`src/rtl/hemaia_clk_div_update_sequencer.sv`:
```
// Glitch-free runtime divisor update sequencer: gate, hold, load, settle, ungate.
// Optional HEMAIA_CLK_DIV_RAMP_EN: walk the divisor one step per load instead of jumping.
module hemaia_clk_div_update_sequencer #(
    parameter int unsigned MaxDivisionWidth = 8,
    parameter int unsigned DefaultDivision  = 1,
    parameter int unsigned GateHoldCycles   = 4
) (
    input  logic                        clk_i,
    input  logic                        rst_ni,
    input  logic [MaxDivisionWidth-1:0] req_divisor_i,
    input  logic                        req_valid_i,
    output logic [MaxDivisionWidth-1:0] divisor_o,
    output logic                        divisor_valid_o,
    output logic                        clk_en_o,
    output logic                        busy_o,
    output logic                        done_o
);

    localparam int unsigned W = MaxDivisionWidth;
    localparam logic [W-1:0] DefDiv = (DefaultDivision == 0) ? W'(1) : W'(DefaultDivision);
    localparam int unsigned GateCntW = (GateHoldCycles > 1) ? $clog2(GateHoldCycles) : 1;
    localparam logic [GateCntW-1:0] GateLast = GateCntW'(GateHoldCycles - 1);

    typedef enum logic [2:0] {
        IDLE   = 3'd0,
        GATE   = 3'd1,
        LOAD   = 3'd2,
        SETTLE = 3'd3,
        STEP   = 3'd4
    } state_e;

    state_e                state_q;
    logic                  req_prev_q;
    logic                  req_pulse_q;
    logic [W-1:0]          req_tgt_q;
    logic [GateCntW-1:0]   gate_cnt_q;
    logic [W:0]            settle_cnt_q;
    logic [W-1:0]          target_q;
    logic                  pend_valid_q;
    logic [W-1:0]          pend_tgt_q;
    logic [W-1:0]          divisor_q;
    logic                  div_valid_q;
    logic                  clk_en_q;
    logic                  busy_q;
    logic                  done_q;

    logic [W-1:0] req_clamped;
    logic         pend_any;
    logic [W-1:0] pend_tgt;
    logic [W:0]   settle_last;
    logic [W-1:0] load_div;

    assign req_clamped = (req_divisor_i == '0) ? W'(1) : req_divisor_i;

    // A request arriving in the same cycle overrides the stored one (latest wins).
    assign pend_any    = pend_valid_q | req_pulse_q;
    assign pend_tgt    = req_pulse_q ? req_tgt_q : pend_tgt_q;

    // Settle lasts 2*divisor cycles; divisor is never 0 so this cannot underflow.
    assign settle_last = {divisor_q, 1'b0} - (W+1)'(1);

`ifdef HEMAIA_CLK_DIV_RAMP_EN
    logic [W-1:0] step_tgt;
    assign step_tgt = pend_any ? pend_tgt : target_q;
    assign load_div = (divisor_q < target_q) ? divisor_q + W'(1) :
                      (divisor_q > target_q) ? divisor_q - W'(1) : divisor_q;
`else
    assign load_div = target_q;
`endif

    always_ff @(posedge clk_i) begin
        if (!rst_ni) begin
            state_q      <= IDLE;
            req_prev_q   <= 1'b0;
            req_pulse_q  <= 1'b0;
            req_tgt_q    <= '0;
            gate_cnt_q   <= '0;
            settle_cnt_q <= '0;
            target_q     <= DefDiv;
            pend_valid_q <= 1'b0;
            pend_tgt_q   <= '0;
            divisor_q    <= DefDiv;
            div_valid_q  <= 1'b0;
            clk_en_q     <= 1'b1;
            busy_q       <= 1'b0;
            done_q       <= 1'b0;
        end else begin
            req_prev_q  <= req_valid_i;
            req_pulse_q <= req_valid_i & ~req_prev_q;
            if (req_valid_i && !req_prev_q) begin
                req_tgt_q <= req_clamped;
            end
            div_valid_q <= 1'b0;
            done_q      <= 1'b0;

            case (state_q)
                IDLE: begin
                    if (pend_any) begin
                        pend_valid_q <= 1'b0;
                        if (pend_tgt == divisor_q) begin
                            done_q <= 1'b1;
                        end else begin
                            target_q   <= pend_tgt;
                            state_q    <= GATE;
                            gate_cnt_q <= '0;
                            clk_en_q   <= 1'b0;
                            busy_q     <= 1'b1;
                        end
                    end
                end
                GATE: begin
                    if (req_pulse_q) begin
                        pend_valid_q <= 1'b1;
                        pend_tgt_q   <= req_tgt_q;
                    end
                    if (gate_cnt_q == GateLast) begin
                        state_q     <= LOAD;
                        divisor_q   <= load_div;
                        div_valid_q <= 1'b1;
                    end else begin
                        gate_cnt_q <= gate_cnt_q + GateCntW'(1);
                    end
                end
                LOAD: begin
                    if (req_pulse_q) begin
                        pend_valid_q <= 1'b1;
                        pend_tgt_q   <= req_tgt_q;
                    end
                    state_q      <= SETTLE;
                    settle_cnt_q <= '0;
                end
                SETTLE: begin
                    if (settle_cnt_q != settle_last) begin
                        settle_cnt_q <= settle_cnt_q + (W+1)'(1);
                        if (req_pulse_q) begin
                            pend_valid_q <= 1'b1;
                            pend_tgt_q   <= req_tgt_q;
                        end
                    end else begin
                        pend_valid_q <= 1'b0;
`ifdef HEMAIA_CLK_DIV_RAMP_EN
                        target_q <= step_tgt;
                        clk_en_q <= 1'b1;
                        if (divisor_q == step_tgt) begin
                            state_q <= IDLE;
                            busy_q  <= 1'b0;
                            done_q  <= 1'b1;
                        end else begin
                            state_q <= STEP;
                        end
`else
                        done_q <= 1'b1;
                        if (pend_any) begin
                            // Chain straight into the queued update without ungating.
                            target_q   <= pend_tgt;
                            state_q    <= GATE;
                            gate_cnt_q <= '0;
                        end else begin
                            state_q  <= IDLE;
                            clk_en_q <= 1'b1;
                            busy_q   <= 1'b0;
                        end
`endif
                    end
                end
`ifdef HEMAIA_CLK_DIV_RAMP_EN
                STEP: begin
                    if (req_pulse_q) begin
                        pend_valid_q <= 1'b1;
                        pend_tgt_q   <= req_tgt_q;
                    end
                    state_q    <= GATE;
                    gate_cnt_q <= '0;
                    clk_en_q   <= 1'b0;
                end
`endif
                default: begin
                    state_q  <= IDLE;
                    clk_en_q <= 1'b1;
                    busy_q   <= 1'b0;
                end
            endcase
        end
    end

    assign divisor_o       = divisor_q;
    assign divisor_valid_o = div_valid_q;
    assign clk_en_o        = clk_en_q;
    assign busy_o          = busy_q;
    assign done_o          = done_q;

endmodule

```
`config.mk`:
```
export PLATFORM = sky130hd
export DESIGN_NAME = hemaia_clk_div_update_sequencer
export DESIGN_NICKNAME = d
export VERILOG_FILES = /design/src/rtl/hemaia_clk_div_update_sequencer.sv
export SDC_FILE = /design/constraint.sdc
export NUM_CORES = 1
export LEC_CHECK = 0
export ABC_AREA = 1
export CAP_MARGIN = 15
export CORE_MARGIN = 10
export CORE_UTILIZATION = 35
export DETAILED_ROUTE_END_ITERATION = 6
export DONT_BUFFER_PORTS = 1
export PLACE_DENSITY = 0.47
export SETUP_SLACK_MARGIN = 0.02
export SYNTH_ARGS = -nofsm -noshare
export SYNTH_HDL_FRONTEND = slang
export SYNTH_SLANG_ARGS = --single-unit
```
`constraint.sdc`:
```
create_clock -name clk_i -period 2.6 [get_ports clk_i]
set_input_delay 0.52 -clock clk_i [delete_from_list [all_inputs] [get_ports clk_i]]
set_output_delay 0.52 -clock clk_i [all_outputs]
set_load 0.03 [all_outputs]
```
# Yosys cells after proc, flatten, opt, wreduce, memory -nomap -nowiden
# Cells that the tools add are included.
# Widths: inputs -> output; s select.
# word_totals
ff_bits	53
inputBits	11
output_inout_bits	12
word_cells	96
# classes
n_addsub	3
n_eq_ne	14
muxes	42
n_bitwise	4
reduce_logical	19
# ops
cell	count
$mux 8	7
$pmux 8 s2	2
$pmux 9 s2	1
$mux 1	16
$ne 2x2->1 const B	8
$mux 3	4
$pmux 3 s4	1
$mux 2	5
$reduce_and 2->1	5
$reduce_and 5->1	2
$add 9x1->9 const B	1
$mux 9	1
$ne 9x9->1	1
$pmux 1 s3	3
$sub 9x1->9 const B	1
$eq 8x8->1	1
$logic_not 8->1	1
$eq 3x2->1 const B	2
$pmux 2 s3	1
$reduce_and 6->1	1
$reduce_bool 2->1	3
$reduce_bool 3->1	2
$reduce_and 4->1	1
$eq 3x1->1 const B	1
10 further kinds	11

# Depth between registers and ports, before layout
# logic_depth
depth_word	5
ltp_mapped	17

# Worst setup path after synthesis
# Ideal clock, no wire load.
# synth_timing
kind	register to register
startpoint	reg divisor_q[0], in the netlist divisor_o[0]
endpoint	reg settle_cnt_q[7]
setup_time_ns	0.114
arrival_time_ns	2.004
slack_ns	0.482
stages_incl_launch_ff	17
n_path_buf	1
synth_period_minus_slack_ns	2.118
path_cell_list	dfxtp_1 inv_2 ha_1 inv_1 nand2_1 nand2_1 nor2_2 nand3_1 nor2_2 nand3_2 nand2_4 buf_12 nand2_8 nand2_4 o21bai_2 inv_2 nor2_2
# synth_via
elab_chain_len	4
# synth_lines
element	line_no	text
start: declaration	41	logic [W-1:0] divisor_q;
start signal: assignment	82	divisor_q <= DefDiv;
start signal: assignment	118	divisor_q <= load_div;
$sub 9x1->9	60	assign settle_last = {divisor_q, 1'b0} - (W+1)'(1);
$ne 9x9->1	133	if (settle_cnt_q != settle_last) begin
$ne 2x2->1 (no source line)	--	
$reduce_and 2->1 (no source line)	--	
end signal: assignment	134	settle_cnt_q <= settle_cnt_q + (W+1)'(1);
end: declaration	37	logic [W:0] settle_cnt_q;
# No other way between the ends.
# A chain may end at the register's enable or synchronous reset.

# Final worst setup path
# layout_timing
startpoint	reg divisor_q[2], in the netlist divisor_o[2]
endpoint	reg target_q[3], in the netlist load_div[3]
# layout_via
elab_chain_len	4
word_cells_on_any_way	6
cone_classes	add/sub (1); eq/ne (4); reduce/logical (1)
# layout_lines
element	line_no	text
$sub 9x1->9	60	
$ne 9x9->1	133	
$ne 2x2->1 (no source line)	--	
$reduce_and 5->1 (no source line) (*)	--	
end signal: assignment	79	target_q <= DefDiv;
end signal: assignment	103	target_q <= pend_tgt;
end signal: assignment	155	target_q <= pend_tgt;
end: declaration	38	logic [W-1:0] target_q;
# Mark *: on every way between the ends. The rest lies on a longest branch, timed or not.

==> flow_summary_export.csv <==
group,metric,value,unit
yosys,synth_common_cells,"nand2_1 (108), dfxtp_1 (52), nor2_1 (52), inv_1 (38), a21oi_1 (27)",
yosys,synth_top_cell_area_share,36.3,%
floorplanning,fp.dieArea,0.0122,mm^2
routing,first_pass_iters,4,
job,max_cap_violations,0,
global_routing,grt_usage,11.4,%
power,switching_power,1.01,mW
worst_hold_path,hold_path_end,"clk_en_o",
floorplanning,core.rowCount,32,
worst_setup_path,required,2.84,ns
worst_setup_path,crit_type,"reg -> reg",
layout,drive_above_1_share,14.9,%
placed_design,io_buffers,0,
power,seqPwrFrac,41.3,%
power,ir_worst_vdd,0.000379,V
yosys,avgSynthCellArea,6.92,um^2
yosys,yosysSeqAreaShare,36.3,%
power,power_density,812,mW/mm^2
worst_hold_path,min_delay_path_depth,1,
routing,ant_nets,0,
global_routing,grt-ovfl-total,0,
floorplanning,die_y,111,um
worst_setup_path,critPathCaptureType,"flop",
yosys,synth_edf_count,0,
yosys,ys_ff_latch,52,
worst_setup_path,crit_path_start,"divisor_o[2]",
power,intPower,1.50,mW
clock_network,cts_tree,"yes",
sta,fin_tns_setup,0,ns
placed_design,gp_congestion,0.755,
global_routing,grt_max_degree,35,
worst_setup_path,start_kind,"flop",
placed_design,dp_hpwl,5.57,mm
yosys,syn_inst,414,
layout,num-nets-final,439,
worst_setup_path,rrSetupSlack,0.44,ns
clock_network,post_cts_buffers,0,
global_routing,grt_pass1_vias,2433,
global_routing,antenna_found_initial,0,
yosys,ys_top_cells_by_area,"dfxtp_1 (36%), nand2_1 (14%), nor2_1 (6.8%)",
routing,via_per_inst,4.85,
routing,wl,7.11,mm
worst_hold_path,min_from,"rst_ni",
floorplanning,floorplan.initialDensity,36.5,%
floorplanning,ioPinCount,23,
floorplanning,coreArea,0.00785,mm^2
sta,fin_crit,2.16,ns
clock_network,clock_latency,0.30,ns
worst_setup_path,r2r_cells,12,
power,switching_share,40.1,%
power,combPwrFrac,39.6,%
yosys,synth_cell_types,35,
clock_network,cts_hold_buf,0,
worst_setup_path,rr_startpoint,"divisor_o[2]",
clock_network,path_clk_slew,0.10,ns
layout,post-route-util,39.4,%
worst_hold_path,min-delay-path-class,"in -> reg",
clock_network,cts_resized,0,
sta,clock.fmax,0.462,GHz
sta,timing.slew.headroom,61.0,%
sta,fin_worst_skew,0.00899,ns
run_status,status,"finished clean",
routing,wl_per_cell,13.6,um
routing,route.vias.total,2540,
yosys,yosysMostFrequentCell,"nand2_1",
layout,register_area,0.00104,mm^2
sta,tightest_slew,0.584,ns
clock_network,htree_levels,2,
yosys,ys_async_sr_fraction,0,%
power,p_clk_share,19.1,%
sta,timing.final.hold_violations,0,
clock_network,cts_buffers,5,
layout,multi_input_area,0.00158,mm^2
sta,slew_violations,0,
yosys,yosysTopAreaCell,"dfxtp_1",
global_routing,grt_pass1_wl,12.0,mm
floorplanning,die_w,111,um
clock_network,cts.sinks,52,
yosys,syn_nets,432,
yosys,synth_ff_type,"dfxtp_1",
routing,drc_errors,0,
sta,rsz0062_at_grt,"false",
worst_setup_path,reg2reg_to,"load_div[3]",
yosys,synth_area,0.00287,mm^2
routing,first_iter_violations,63,
worst_setup_path,cp.arrival,2.40,ns
clock_network,cts_root_buffer,"clkbuf_8",
layout,area_growth,7.77,%
power,power.leakage,1.33,nW
worst_setup_path,crit_fanout,11,
layout,fill_cells,889,
layout,antenna_cells,0,
sta,setup_viol,0,
yosys,yosysWarnings,0,
clock_network,clock_path_buffers,2,
sta,period_share,83.2,%
-- registers in the layout, indices dropped and copies added, names as in the netlist, 2 cells and up --
signal,count
settle_cnt_q,9
req_tgt_q,8
divisor_o,8
pend_tgt_q,8
gate_cnt_q,2
load_div,8
state_q,2
-- cells by family after synthesis --
family,count (synthesis),synth area share [%]
simple gates,222,36.4
fa+ha+maj,7,3.06
xor+xnor,8,2.44
compound gates,68,13.2
flops,52,36.3
buf+inv,57,8.51
-- cells in the final DEF (no fill, tap or decap), types with 4 or more instances in the layout --
master / count
nand3_1: 21
nand4_1: 6
xor2_1: 4
o21ai_0: 25
dfxtp_1: 52
inv_1: 38
nor2_2: 8
nand2_1: 108
nor2_1: 52
ha_1: 7
a21oi_1: 27
clkbuf_8: 6
a21oi_2: 6
buf_4: 8
inv_2: 10
xnor2_1: 4
nand2_2: 10
o21ai_1: 6
-- worst max-delay path, cell delays in order, from the launching register on --
cell and delay (ns):
dfxtp_1 0.70, nor2_1 0.14, nand2_2 0.11, nand3_1 0.07, nand2_1 0.06, nand2_1 0.06
nor2_2 0.10, nand3_2 0.13, nand2_4 0.22, nand3_4 0.11, nor2_4 0.18, nand2_1 0.08
a21oi_1 0.11
-- final cells by class --
cell class	instances	area share, %
clock buffer	8	2.92
sequential	52	33.7
multi-input combinational	305	51.2
timing repair buffer	8	1.94
inverter	49	6.12
tap	102	4.13
-- power groups by stage --
| stage | registers (mW) | clock network, mW | logic, mW |
|---|---|---|---|
| floorplan | 1.04 | 0 | 0.821 |
| global placement | 1.05 | 0 | 1.00 |
| detailed placement | 1.05 | 0 | 0.999 |
| CTS | 1.04 | 0.503 | 1.00 |
| global route | 1.06 | 0.534 | 1.13 |
| finish | 1.04 | 0.479 | 0.995 |
-- stage by stage --
step | area (um^2) | cells | setup slack [ns] | hold WS, ns | total power, mW
floorplan | 2870 | 414 | 0.482 | 0.392 | 1.86
global placement | 3000 | 516 | 0.414 | 0.408 | 2.06
detailed placement | 3000 | 516 | 0.389 | 0.416 | 2.05
CTS | 3090 | 524 | 0.364 | 0.294 | 2.54
global route | 3090 | 524 | 0.153 | 0.299 | 2.72
finish | 3090 | 524 | 0.437 | 0.307 | 2.51
-- how the worst max path moves through the flow --
| stage | to | cells after the start |
|---|---|---|
| finish | load_div[3] | 12 |
| global placement | busy_o | 12 |
| CTS | load_div[3] | 12 |
| global route | load_div[7] | 12 |
| floorplan | settle_cnt_q[7] | 16 |
| detailed placement | load_div[3] | 12 |
-- routing by layer --
layer	wire length, um	share of wire, %	track usage, %	up-vias
met1	3530	50	15.0	1168
met2	3240	46	18.5	32
met5	0	0	0	-
li1	-	-	-	1333
met3	272	3.8	2.76	7
met4	57	0.80	2.33	0
Power figures use the tool's default switching activity.
